--- src/rtl/alu_pkg.sv ---
`default_nettype none
// ============================================================================
//  Module      : alu_pkg
//  Description : Shared types for the multi-cycle ALU. It holds the operation
//                encoding, the FSM state encoding, the bit positions inside
//                the flags vector, and a small helper that classifies ops.
//  Revision    : 1.0 - initial release
// ============================================================================
package alu_pkg;

    typedef enum logic [2:0] {
        ALU_ADD = 3'b000,
        ALU_SUB = 3'b001,
        ALU_AND = 3'b010,
        ALU_OR  = 3'b011,
        ALU_XOR = 3'b100,
        ALU_SHL = 3'b101,
        ALU_SHR = 3'b110,
        ALU_MUL = 3'b111
    } alu_op_e;

    typedef enum logic [1:0] {
        ST_IDLE = 2'b00,
        ST_BUSY = 2'b01,
        ST_DONE = 2'b10
    } alu_state_e;

    // Bit positions inside the flags output {neg, carry, zero}
    localparam int FLAG_ZERO  = 0;
    localparam int FLAG_CARRY = 1;
    localparam int FLAG_NEG   = 2;

    function automatic logic is_shift(input alu_op_e op);
        return (op == ALU_SHL) || (op == ALU_SHR);
    endfunction

endpackage : alu_pkg
`default_nettype wire

--- src/rtl/alu_iter_unit.sv ---
`default_nettype none
// ============================================================================
//  Module      : alu_iter_unit
//  Description : Iterative datapath for SHL, SHR and MUL. Each cycle it
//                processes one bit. It presents the value of the step in
//                progress on o_res/o_carry. o_done is high during the final
//                step, so the caller captures o_res on that same edge.
//  Ports       : clk/rst_n  - clock, asynchronous active-low reset
//                i_start    - load the operands and begin iterating
//                i_abort    - stop iterating and drop the operation
//                i_op       - SHL, SHR or MUL
//                i_a, i_b   - operand A, operand B (i_b[SHW-1:0] is the shift amount)
//                o_done     - final step in progress
//                o_res      - result after the current step
//                o_carry    - carry after the current step
//  Revision    : 1.0 - initial release
// ============================================================================
module alu_iter_unit
    import alu_pkg::*;
#(
    parameter int W   = 8,
    parameter int SHW = $clog2(W),
    parameter int CW  = $clog2(W + 1)
) (
    input  logic          clk,
    input  logic          rst_n,
    input  logic          i_start,
    input  logic          i_abort,
    input  alu_op_e       i_op,
    input  logic [W-1:0]  i_a,
    input  logic [W-1:0]  i_b,
    output logic          o_done,
    output logic [W-1:0]  o_res,
    output logic          o_carry
);

    logic            r_busy;
    alu_op_e         r_op;
    logic [2*W-1:0]  r_prod;   // MUL: {acc, multiplier}; shifts: value in low W bits
    logic [W-1:0]    r_mcand;
    logic [CW-1:0]   r_cnt;

    logic [2*W-1:0]  w_prod_nxt;
    logic [W:0]      w_sum;
    logic            w_carry;

    // Shift-add multiply works on the multiplier LSB. The accumulator takes the
    // sum, and the pair shifts right so the product fills the register from the top.
    always_comb begin
        w_prod_nxt = r_prod;
        w_sum      = '0;
        w_carry    = 1'b0;
        case (r_op)
            ALU_SHL: begin
                w_prod_nxt = {{W{1'b0}}, r_prod[W-2:0], 1'b0};
                w_carry    = r_prod[W-1];
            end
            ALU_SHR: begin
                w_prod_nxt = {{W{1'b0}}, 1'b0, r_prod[W-1:1]};
                w_carry    = r_prod[0];
            end
            ALU_MUL: begin
                w_sum      = {1'b0, r_prod[2*W-1:W]} + {1'b0, (r_prod[0] ? r_mcand : {W{1'b0}})};
                w_prod_nxt = {w_sum, r_prod[W-1:1]};
                w_carry    = |w_prod_nxt[2*W-1:W];
            end
            default: ;
        endcase
    end

    assign o_done  = r_busy && (r_cnt == CW'(1));
    assign o_res   = w_prod_nxt[W-1:0];
    assign o_carry = w_carry;

    always_ff @(posedge clk or negedge rst_n) begin
        if (!rst_n) begin
            r_busy  <= 1'b0;
            r_op    <= ALU_ADD;
            r_prod  <= '0;
            r_mcand <= '0;
            r_cnt   <= '0;
        end else if (i_abort) begin
            r_busy <= 1'b0;
        end else if (i_start) begin
            r_busy  <= 1'b1;
            r_op    <= i_op;
            r_mcand <= i_a;
            if (i_op == ALU_MUL) begin
                r_prod <= {{W{1'b0}}, i_b};
                r_cnt  <= CW'(W);
            end else begin
                r_prod <= {{W{1'b0}}, i_a};
                r_cnt  <= CW'(i_b[SHW-1:0]);
            end
        end else if (r_busy) begin
            r_prod <= w_prod_nxt;
            r_cnt  <= r_cnt - CW'(1);
            if (r_cnt == CW'(1)) begin
                r_busy <= 1'b0;
            end
        end
    end

endmodule : alu_iter_unit
`default_nettype wire

--- src/rtl/alu_mc.sv ---
`default_nettype none
// ============================================================================
//  Module      : alu_mc
//  Description : Multi-cycle W-bit ALU with valid/ready handshakes on the input
//                and output sides, registered result and flags, and an abort
//                input. ADD/SUB/AND/OR/XOR, and shifts by zero, complete in one
//                cycle. Other shifts and MUL go through alu_iter_unit.
//  Ports       : Clk, Reset_n      - clock, asynchronous active-low reset
//                in_valid/in_ready - operand handshake
//                ALUOp, inA, inB   - operation and operands
//                abort             - drop the current op or result
//                out_valid/out_ready - result handshake
//                rslt, flags, taken  - result, {neg,carry,zero}, branch condition
//  Revision    : 1.0 - initial release
// ============================================================================
module alu_mc
    import alu_pkg::*;
#(
    parameter int W   = 8,
    parameter int SHW = $clog2(W)
) (
    input  logic          Clk,
    input  logic          Reset_n,
    input  logic          in_valid,
    output logic          in_ready,
    input  logic [2:0]    ALUOp,
    input  logic [W-1:0]  inA,
    input  logic [W-1:0]  inB,
    input  logic          abort,
    output logic          out_valid,
    input  logic          out_ready,
    output logic [W-1:0]  rslt,
    output logic [2:0]    flags,
    output logic          taken
);

    alu_state_e    r_state, w_state_nxt;
    logic [W-1:0]  r_rslt;
    logic [2:0]    r_flags;
    logic          r_taken;
    logic          r_out_valid;
    logic          r_in_ready;

    alu_op_e       w_op;
    logic          w_accept;
    logic          w_is_iter;
    logic [W:0]    w_sum;
    logic [W-1:0]  w_sc_res;
    logic          w_sc_carry;
    logic          w_it_done;
    logic [W-1:0]  w_it_res;
    logic          w_it_carry;
    logic          w_load_sc;
    logic          w_load_it;
    logic [W-1:0]  w_fin_res;
    logic          w_fin_carry;

    assign w_op      = alu_op_e'(ALUOp);
    // Abort wins over a transfer in IDLE even though in_ready is high
    assign w_accept  = in_valid && (r_state == ST_IDLE) && !abort;
    assign w_is_iter = (w_op == ALU_MUL) || (is_shift(w_op) && (inB[SHW-1:0] != '0));

    // Single-cycle ops. A shift by zero falls to the default: result A, carry 0.
    always_comb begin
        w_sum      = '0;
        w_sc_res   = inA;
        w_sc_carry = 1'b0;
        case (w_op)
            ALU_ADD: begin
                w_sum      = {1'b0, inA} + {1'b0, inB};
                w_sc_res   = w_sum[W-1:0];
                w_sc_carry = w_sum[W];
            end
            ALU_SUB: begin
                w_sum      = {1'b0, inA} - {1'b0, inB};
                w_sc_res   = w_sum[W-1:0];
                w_sc_carry = w_sum[W];          // borrow: A < B unsigned
            end
            ALU_AND: w_sc_res = inA & inB;
            ALU_OR:  w_sc_res = inA | inB;
            ALU_XOR: w_sc_res = inA ^ inB;
            default: ;
        endcase
    end

    alu_iter_unit #(
        .W   (W),
        .SHW (SHW)
    ) u_iter (
        .clk     (Clk),
        .rst_n   (Reset_n),
        .i_start (w_accept && w_is_iter),
        .i_abort (abort),
        .i_op    (w_op),
        .i_a     (inA),
        .i_b     (inB),
        .o_done  (w_it_done),
        .o_res   (w_it_res),
        .o_carry (w_it_carry)
    );

    always_comb begin
        w_state_nxt = r_state;
        case (r_state)
            ST_IDLE: if (w_accept) w_state_nxt = w_is_iter ? ST_BUSY : ST_DONE;
            ST_BUSY: begin
                if (abort)          w_state_nxt = ST_IDLE;
                else if (w_it_done) w_state_nxt = ST_DONE;
            end
            ST_DONE: if (abort || out_ready) w_state_nxt = ST_IDLE;
            default: w_state_nxt = ST_IDLE;
        endcase
    end

    assign w_load_sc   = w_accept && !w_is_iter;
    assign w_load_it   = (r_state == ST_BUSY) && !abort && w_it_done;
    assign w_fin_res   = w_load_sc ? w_sc_res   : w_it_res;
    assign w_fin_carry = w_load_sc ? w_sc_carry : w_it_carry;

    always_ff @(posedge Clk or negedge Reset_n) begin
        if (!Reset_n) begin
            r_state     <= ST_IDLE;
            r_rslt      <= '0;
            r_flags     <= '0;
            r_taken     <= 1'b0;
            r_out_valid <= 1'b0;
            r_in_ready  <= 1'b1;
        end else begin
            r_state     <= w_state_nxt;
            r_out_valid <= (w_state_nxt == ST_DONE);
            r_in_ready  <= (w_state_nxt == ST_IDLE);
            if (w_load_sc || w_load_it) begin
                r_rslt              <= w_fin_res;
                r_flags[FLAG_NEG]   <= w_fin_res[W-1];
                r_flags[FLAG_CARRY] <= w_fin_carry;
                r_flags[FLAG_ZERO]  <= (w_fin_res == '0);
                // Only SUB can set taken, and SUB is always single-cycle
                r_taken             <= w_load_sc && (w_op == ALU_SUB) && (inA == inB);
            end
        end
    end

    assign in_ready  = r_in_ready;
    assign out_valid = r_out_valid;
    assign rslt      = r_rslt;
    assign flags     = r_flags;
    assign taken     = r_taken;

endmodule : alu_mc
`default_nettype wire

--- config.mk ---
export PLATFORM = sky130hd
export DESIGN_NAME = alu_mc
export DESIGN_NICKNAME = d
export VERILOG_FILES = /design/src/rtl/alu_pkg.sv /design/src/rtl/alu_iter_unit.sv /design/src/rtl/alu_mc.sv
export SDC_FILE = /design/constraint.sdc
export NUM_CORES = 1
export LEC_CHECK = 0
export CAP_MARGIN = 0
export CORE_UTILIZATION = 40
export DETAILED_ROUTE_END_ITERATION = 10
export PLACE_DENSITY_LB_ADDON = 0.3
export SKIP_LAST_GASP = 1
export SYNTH_ARGS = -nofsm -noshare
export SYNTH_HDL_FRONTEND = slang
export SYNTH_HIERARCHICAL = 1
export SYNTH_SLANG_ARGS = --single-unit
--- constraint.sdc ---
create_clock -name Clk -period 2.7 [get_ports Clk]
set_input_delay 0.27 -clock Clk [delete_from_list [all_inputs] [get_ports Clk]]
set_output_delay 0.27 -clock Clk [all_outputs]
set_load 0.005 [all_outputs]
# Word-level counts from Yosys, hierarchy flattened
# Cells that the tools add are included.
totals:
  ff_bits: 48
  word_cells: 85
  inputBits: 24
  output_inout_bits: 14
op_classes:
  mux: 23
  add_sub_neg: 4
  eq_ne: 15
  bitwise_logic: 4
  reduce_logical: 27
op_table:
  columns: ["op", "n"]
  rows:
  - ["one-hot mux 16 bit (3 select lines)", 1]
  - ["one-hot mux 8 bit (5 select lines)", 1]
  - ["two-way mux 16 bit", 2]
  - ["two-way mux 8 bit", 3]
  - ["equality test 3 bit, second input constant", 7]
  - ["adder 8 x 8 -> 9 bit", 2]
  - ["two-way mux 4 bit", 3]
  - ["logical AND 1 bit", 10]
  - ["two-way mux 2 bit", 5]
  - ["subtractor 8 x 8 -> 9 bit", 1]
  - ["bitwise AND 8 bit", 1]
  - ["equality test 8 bit", 1]
  - ["zero test 8 bit", 1]
  - ["OR 8 bit", 1]
  - ["OR reduction 8 bit", 1]
  - ["XOR 8 bit", 1]
  - ["equality test 3 x 2 -> 1 bit, second input constant", 2]
  - ["one-hot mux 2 bit (3 select lines)", 1]
  - ["two-way mux 1 bit", 5]
  - ["equality test 2 bit, second input constant", 2]
  - ["equality test 4 x 1 -> 1 bit, second input constant", 1]
  - ["zero test 2 bit", 2]
  - ["logical OR 1 bit", 4]
  - ["AND reduction 2 bit", 2]
  - ["other kinds (12)", 13]

# Depth between registers and ports, before layout
# Gate-level depths: netlist of the first run.
logic_depth:
  ltp_word: 8
  mapped_depth: 12
  ltp_nobuf: 11

# Hierarchy
# Netlist of the first run, hierarchy kept.
by_module_without_submodules:
  columns: ["mod", "cells_per_inst", "area_per_inst_um2", "n_inst"]
  rows:
  - ["alu_mc", 263, 2118.3, 1]
  - ["alu_iter_unit", 222, 2099.5, 1]

# Worst setup path before layout of the first run
# No wires, ideal clock.
synth_timing:
  path_kind: "register to register"
  from: "register u_iter.r_prod[0]"
  to: "register r_flags[1], in the netlist flags[1]"
  setup_slack_ns: 0.299
  setup_time_ns: 0.142
  t_arrival_ns: 2.258
  period_less_slack_ns: 2.401
  n_path_buf: 1
  path_stages_with_launch: 11
  cell_sequence: "dfrtp_1 -> clkbuf_1 -> and2_1 -> ha_1 -> a21o_1 -> a21o_1 -> a221o_1 -> nor4_2 -> a41oi_1 -> mux2i_1 -> a22oi_1"
synth_via:
  elab_chain_len: 5
synth_lines:
  columns: ["element", "line", "source"]
  rows:
  - ["start: declaration", "alu_iter_unit.sv:39", "logic [2*W-1:0] r_prod;"]
  - ["start signal: assignment", "alu_iter_unit.sv:89", "r_prod <= {{W{1'b0}}, i_b};"]
  - ["start signal: assignment", "alu_iter_unit.sv:92", "r_prod <= {{W{1'b0}}, i_a};"]
  - ["start signal: assignment", "alu_iter_unit.sv:96", "r_prod <= w_prod_nxt;"]
  - ["two-way mux 8 bit", "alu_iter_unit.sv:63", "w_sum = {1'b0, r_prod[2*W-1:W]} + {1'b0, (r_prod[0] ? r_mcand : {W{1'b0}})};"]
  - ["adder 8 x 8 -> 9 bit", "alu_iter_unit.sv:63", null]
  - ["OR reduction 8 bit", "alu_iter_unit.sv:65", "w_carry = |w_prod_nxt[2*W-1:W];"]
  - ["one-hot mux 1 bit (3 select lines) (*)", "alu_iter_unit.sv:53", "case (r_op)"]
  - ["net w_it_carry", "alu_mc.sv:52", "logic w_it_carry;"]
  - ["two-way mux 1 bit (*)", "alu_mc.sv:118", "assign w_fin_carry = w_load_sc ? w_sc_carry : w_it_carry;"]
  - ["end signal: indexed assignment", "alu_mc.sv:134", "r_flags[FLAG_NEG] <= w_fin_res[W-1];"]
  - ["end signal: indexed assignment", "alu_mc.sv:135", "r_flags[FLAG_CARRY] <= w_fin_carry;"]
  - ["end signal: indexed assignment", "alu_mc.sv:136", "r_flags[FLAG_ZERO] <= (w_fin_res == '0);"]
  - ["end: declaration", "alu_mc.sv:39", "logic [2:0] r_flags;"]
# Mark *: on every way through the listed nets, which the timed path passes. The rest lies on a longest branch.
# A chain may end at the register's enable or synchronous reset.

# Worst setup path in the final report of the first run
layout_timing:
  from: "input inB[3]"
  to: "register r_flags[0], in the netlist flags[0]"
layout_via:
  elab_chain_len: 4
  word_cells_on_any_way: 8
layout_lines:
  columns: ["element", "line", "source"]
  rows:
  - ["start: declaration", "alu_mc.sv:28", "input logic [W-1:0] inB,"]
  - ["subtractor 8 x 8 -> 9 bit, or another cell as far along", "alu_mc.sv:75", "w_sum = {1'b0, inA} - {1'b0, inB};"]
  - ["one-hot mux 8 bit (5 select lines) (*)", "alu_mc.sv:68", "case (w_op)"]
  - ["two-way mux 8 bit (*)", "alu_mc.sv:117", "assign w_fin_res = w_load_sc ? w_sc_res : w_it_res;"]
  - ["zero test 8 bit (*)", "alu_mc.sv:136", null]
# Every way passes the cells marked *; elsewhere a longest branch is shown, timed or not.

==> results of run 1 <==
[sequential cells by signal, indices dropped and copies added (netlist names)]
name	cells
in_ready	1
u_iter/r_mcand	8
rslt	8
taken	1
out_valid	1
flags	2
r_state	2
u_iter/r_op	3
u_iter/r_busy	1
u_iter/r_prod	16
u_iter/r_cnt	4
[area by class of cell]
type	instances	area, µm²
flip-flops and latches	47	1180
multi-input cells	379	2870
clock inverters	3	46.3
clock buffers	5	68.8
repair buffers	136	1140
inverters	30	113
fillers	956	4690
well taps	136	170
[worst paths after layout]
kind | from | end | slack [ps] | cells after the start
setup / recovery | inB[3] | flags[0]$_DFFE_PN0P_ | 90 | 10
hold / removal | Reset_n | u_iter/r_prod[13]$_DFFE_PN0P_ | 140 | 1
setup reg to reg | u_iter/r_prod[0]$_DFFE_PN0P_ | flags[1]$_DFFE_PN0P_ | 100 | 11
hold reg to reg | u_iter/r_mcand[4]$_DFFE_PN0P_ | u_iter/r_mcand[4]$_DFFE_PN0P_ | 500 | 1
max in group asynchronous | Reset_n | u_iter/r_prod[0]$_DFFE_PN0P_ | 1840 | 1
min in group Clk | inA[0] | u_iter/r_mcand[0]$_DFFE_PN0P_ | 460 | 3
[power breakdown]
group,leakage (nW),internal [mW],switching [mW]
clock,0.0548,0.279,0.259
sequential,0.596,0.886,0.157
combinational,1.88,0.721,0.690
total,2.53,1.89,1.11
[cell families (layout without fill, tap and decap cells)]
family,after synthesis,count (layout),share of synthesized area
AO/OA/AOI/OAI,152,152,0.260
XOR/XNOR,7,7,0.0145
adder cells (fa/ha/maj),37,37,0.115
buffers and inverters,59,174,0.0721
flip-flops,47,47,0.279
multiplexers,26,26,0.0667
AND/OR/NAND/NOR,157,157,0.192
[worst register-to-register path, stage by stage (launching register included)]
cell and delay (ps):
dfrtp_2 470, and2_1 160, ha_2 180, inv_1 70
fa_1 210, nand2b_4 170, a21oi_4 70, a221o_1 330
nor4_2 350, a41oi_2 190, mux2i_1 160, a22oi_1 110
[metrics by stage]
stage | TNS (ps) | instance area, µm² | cells | util | total power, mW
4_1_cts | 0 | 5430 | 734 | 0.528 | 2.94
6_report | 0 | 5590 | 736 | 0.544 | 2.99
5_1_grt | -39.8 | 5590 | 736 | 0.544 | 3.18
2_1_floorplan | 0 | 4220 | 485 | - | 1.81
3_5_place_dp | -1080 | 5310 | 725 | 0.516 | 2.39
3_3_place_gp | -801 | 5310 | 725 | 0.516 | 2.35
[what timing repair did]
item | in CTS | in global routing
gates resized for setup | 1 | 26
setup endpoints to repair | 1 | 4
hold buffers | 0 | 0
buffers inserted | 1 | 2
pin swaps | 1 | 10
[cells in the final DEF, fill, tap and decap left out, drive strengths merged, types with 7 or more instances in the layout]
cell type,netlist,routed
o31ai,7,7
inv,30,31
a211oi,8,8
clkdlybuf4s50,0,34
dfrtp,46,46
nor2,35,35
a21oi,28,28
o21ai,39,39
a22o,15,15
nand3,12,12
ha,34,34
mux2i,9,9
and2,8,8
nor3,18,18
buf,19,100
nand2,43,43
mux2,17,17
[metal layers]
layer,global-route usage,wire [µm],up-vias
met1,0.314,5610,2004
met2,0.389,6100,95
met4,0.0714,314,0
met3,0.0193,431,22
met5,0,0,-
li1,-,-,2003
==> reports/qor.yml, run 1 <==
dpl.hpwl_mm: 9.75
critPathKind: "in2reg"
die_h_um: 105
synth_top_area_cell: "dfrtp_1"
tritoncts: "yes"
finalNetCount: 660
fin_ws_ps: 93.9
placementRows: 37
dieArea_mm2: 0.0110
first_global_vias: 4065
cap_violations: 0
grt_pass1_wl_mm: 20.6
p_per_area_mw_per_mm2: 535
first_pass_iters: 5
max-slew-margin-rel: 0.290
cts-htree-levels: 2
synth_area_per_cell_um2: 8.70
avgViaCountPerCell: 5.60
worstPathCellList: "clkdlybuf4s50_1 > inv_1 > ha_1 > buf_4 > or4_4 > a311oi_2 > nor3_1 > o31ai_2 > nor4_2 > a31o_1"
p_leak_nw: 2.53
drc: 0
synth_top_area_frac: 0.273
hold_path_class: "in2async"
finalHoldViolCount: 0
synth_seq_area_share: 0.279
core_area_mm2: 0.0103
synth_area_mm2: 0.00422
tightest_slew_ps: 1070
yosysUniqueCellTypes: 81
end_kind: "flip-flop"
cpLargestDelayFamily: "compound AO/OA/AOI/OAI gates"
path_buf_inv: 3
synthFlopType: "dfrtp_1"
ys_seq_elements: 47
antenna_found_initial: 0
grt_start_max_net_pins: 48
clk_path_buf_depth: 2
ios: 38
syn-num-nets: 546
skew_ps: 15.1
period_share: 0.965
report.final.setup_viol: 0
slew_viol_final: 0
routedWlPerCell_um: 16.9
cp.arrival_ps: 2810
crit_slowest_cell: "or4_4"
synth.top_cells.by_area: "dfrtp_1 (27%), ha_1 (10%), nand2_1 (3.8%)"
ir_drop_mv: 0.301
gp_congestion: 1.04
synthTopCellsByCount: "dfrtp_1 (46), nand2_1 (43), nor2_1 (35), ha_1 (34), o21ai_0 (31)"
synth.most_common_cell: "dfrtp_1"
async_flop_share: 1.00
cts_inserted_buffers: 5
cts.sinks: 47
synthToLayoutAreaGrowth_pct: 32.5
status: "complete, no violations"
track_usage: 0.231
max_freq_ghz: 0.384
numPortBuffers: 37
drt_iter0_markers: 260
start_util: 0.410
post-place-ws_ps: -298
drive_above_1_share: 0.268
diodes: 0
crit_fanout: 4
worst_ep_required_time_ps: 2910
synth-edff-count: 0
yosys_warnings: 6
min_period_ps: 2610
vias: 4124
clkTransAtPathRegs_ps: 100
grt_overflow: 0
syn_inst: 485
die_x_um: 105
holdWs_ps: 138
start_kind: "primary input"
critPathMaxStageDelay_ps: 520
ant_nets: 0
rsz0062_at_grt: "true"
root_buffer: "clkbuf_8"
worstSkewPairLatency_ps: 310
drt_wl_total_mm: 12.5
Power figures use the tool's default switching activity.
==> run 2: changes to the inputs <==
Settings changed: ABC_CLOCK_PERIOD_IN_PS set to 2700, CELL_PAD_IN_SITES_DETAIL_PLACEMENT set to 0, CELL_PAD_IN_SITES_GLOBAL_PLACEMENT set to 1, CTS_CLUSTER_DIAMETER set to 100.
==> run 2 against run 1 <==
  * Register-to-register slack improved by 30 ps
  * Largest power group unchanged
  * Clock skew fell by 10 ps
  * Critical path depth rose by 1
  * Sequential share of layout area barely moved
  * Total power rose by 2.6%
  * Sequential power barely moved
  * Cell area barely moved
==> reports/qor.yml, run 2 (synthesis results as in run 1) <==
status: "complete, no violations"
drive_above_1_share: 0.265  # -0.00377
die_x_um: 105  # unchanged
dieArea_mm2: 0.0110  # unchanged
final_cells: 737  # +0.14%
drc: 0  # unchanged
slew_viol_final: 0  # unchanged
start_kind: "primary input"
cts_inserted_buffers: 5  # unchanged
gp_congestion: 1.01  # -2.9%
report.final.setup_viol: 0  # unchanged
combPwrFrac: 0.460  # -0.011
grt_overflow: 0  # unchanged
vias: 4039  # -2.1%
dp.cells: 725  # unchanged
skew_ps: 4.91  # -10.2 ps
placementRows: 37  # unchanged
setup_tns_ps: 0  # unchanged
finalNetCount: 661  # +0.15%
holdWs_ps: 428  # +290 ps
worstSkewPairLatency_ps: 300  # about the same
grt_pass1_wl_mm: 21.2  # +3.0%
track_usage: 0.240  # +0.00880
routedWlPerCell_um: 17.0  # +0.43%
design_area_mm2: 0.00558  # about the same
avgViaCountPerCell: 5.48  # -2.2%
final_common_cell: "buf_4"
switchingPower_mw: 1.09  # -1.7%
critPathKind: "in2reg"
drt_iter0_markers: 258  # -0.77%
n_fill_cell: 998  # +4.4%
rsz0062_at_grt: "true"
top_layer: "met4"
drt_wl_total_mm: 12.5  # +0.57%
root_buffer: "clkbuf_8"
period_share: 0.976  # +0.0110
diodes: 0  # unchanged
cts-htree-levels: 2  # unchanged
sw_frac_of_total: 0.354  # -0.0155
tritoncts: "yes"
cts.sinks: 47  # unchanged
drt-met1-wl_mm: 5.87  # +4.7%
min_period_ps: 2640  # +29.8 ps
tightest_slew_ps: 432  # -633 ps
postPlaceCellArea_mm2: 0.00533  # +0.47%
crit_slowest_cell: "clkdlybuf4s50_1"
cp.arrival_ps: 2830  # +20 ps
first_global_vias: 4117  # +1.3%
ios: 38  # unchanged
cell_internal_pwr_mw: 1.98  # +5.1%
clk_path_buf_depth: 2  # unchanged
max_freq_ghz: 0.379  # -1.1%
grt_start_max_net_pins: 32  # -33%
dr_wl_met3_um: 339  # -21%
regMostFlops: "u_iter/r_prod"
antenna_found_initial: 0  # unchanged
crit_fanout: 5  # +1
mostFrequentLayoutCells: "buf_4 (95), dfrtp_1 (45), nand2_1 (43)"
ir_drop_mv: 0.309  # +2.5%
worst_ep_required_time_ps: 2900  # about the same
end_kind: "flip-flop"
critPathMaxStageDelay_ps: 510  # about the same
ant_nets: 0  # unchanged
finalHoldViolCount: 0  # unchanged
max-slew-margin-rel: 0.711  # +0.422
first_pass_iters: 7  # +2
synthToLayoutAreaGrowth_pct: 32.4  # about the same
p_clk_frac: 0.201  # +0.021
cap_violations: 0  # unchanged
hold_path_class: "in2async"
p_per_area_mw_per_mm2: 550  # +2.6%
start_util: 0.410  # unchanged
p_leak_nw: 2.54  # +0.43%
worstPathCellList: "clkdlybuf4s50_1 > inv_1 > ha_1 > buf_4 > nor3_2 > or4_4 > a311oi_2 > nor3_1 > o31ai_2 > nor4_2 > a31o_1"
core_area_mm2: 0.0103  # unchanged
dpl.hpwl_mm: 9.85  # +1.1%
die_h_um: 105  # unchanged
numPortBuffers: 37  # unchanged
met2_length_mm: 6.14  # +0.74%
clkTransAtPathRegs_ps: 90  # about the same
seqPwrFrac: 0.339  # -0.010
largest_reg_flops: 16  # unchanged
run 2: cell types whose count changed in the layout (fill, tap and decap cells not counted), sizes merged:
cell	previous run	this run
dlygate4sd3	0	1
dlymetal6s2s	2	0
clkbuf	5	6
inv	31	30
clkinvlp	1	0
clkdlybuf4s50	34	36
bufinv	1	2
run 2: path summary, 6_finish.rpt:
| check | slack [ps] | startpoint | end | cells past startpoint |
|---|---|---|---|---|
| worst max-delay path | 60 | inB[2] | flags[0]$_DFFE_PN0P_ | 11 |
| worst min-delay path | 430 | Reset_n | u_iter/r_prod[14]$_DFFE_PN0P_ | 2 |
| worst max register to register | 130 | u_iter/r_prod[0]$_DFFE_PN0P_ | flags[1]$_DFFE_PN0P_ | 11 |
| worst min register to register | 500 | u_iter/r_mcand[4]$_DFFE_PN0P_ | u_iter/r_mcand[4]$_DFFE_PN0P_ | 1 |
| max in group asynchronous | 1480 | Reset_n | in_ready$_DFF_PN1_ | 3 |
| min in group Clk | 500 | u_iter/r_mcand[4]$_DFFE_PN0P_ | u_iter/r_mcand[4]$_DFFE_PN0P_ | 1 |
run 2: power by group through the flow:
| stage | clock [mW] | combinational [mW] | sequential, mW |
|---|---|---|---|
| 4_1_cts | 0.637 | 1.35 | 1.04 |
| 5_1_grt | 0.656 | 1.56 | 1.07 |
| 2_1_floorplan | 0 | 0.804 | 1.01 |
| 3_3_place_gp | 0 | 1.33 | 1.04 |
| 3_5_place_dp | 0 | 1.34 | 1.05 |
| 6_report | 0.617 | 1.41 | 1.04 |
run 2: per-stage QoR:
stage / utilization / power, mW / worst slack (ps)
after floorplan: - / 1.81 / 299
after global placement: 0.519 / 2.37 / -245
after detailed placement: 0.519 / 2.40 / -265
after CTS: 0.533 / 3.03 / 17.0
after global routing: 0.543 / 3.28 / -15.1
final: 0.543 / 3.07 / 64.1
run 2: critical path: cells and delay by family:
family          cells  cell delay [ps]
buf+inv             3              740
fa+ha+maj           1              310
simple gates        4              720
compound gates      3              780
run 2: cell type report:
cell class / count / area [µm²] / area share
clock buffer: 6 / 72.6 / 0.0130
clock inverter: 2 / 60.1 / 0.0108
inverter: 30 / 113 / 0.0202
multi-input combinational: 379 / 2820 / 0.505
sequential: 47 / 1180 / 0.211
tap: 136 / 170 / 0.0305
timing repair buffer: 137 / 1170 / 0.209
run 2: what timing repair did:
item	CTS	global route
hold buffers	1	0
resized for setup	1	18
setup buffers	0	3
hold endpoints to repair	16	0
pin swaps	0	4
endpoints found under the setup margin	1	4
run 2: metal layers:
metal  up-vias  GRT usage
met5         -          0
met4         0     0.0704
met3        12     0.0206
met2        76      0.401
met1      1938      0.329
li1       2013          -
==> run 3: changes to the inputs <==
Settings changed: CTS_CLUSTER_SIZE set to 14.
==> results of run 3 <==
The final DEF is identical to that of run 2; final timing and power are the same.
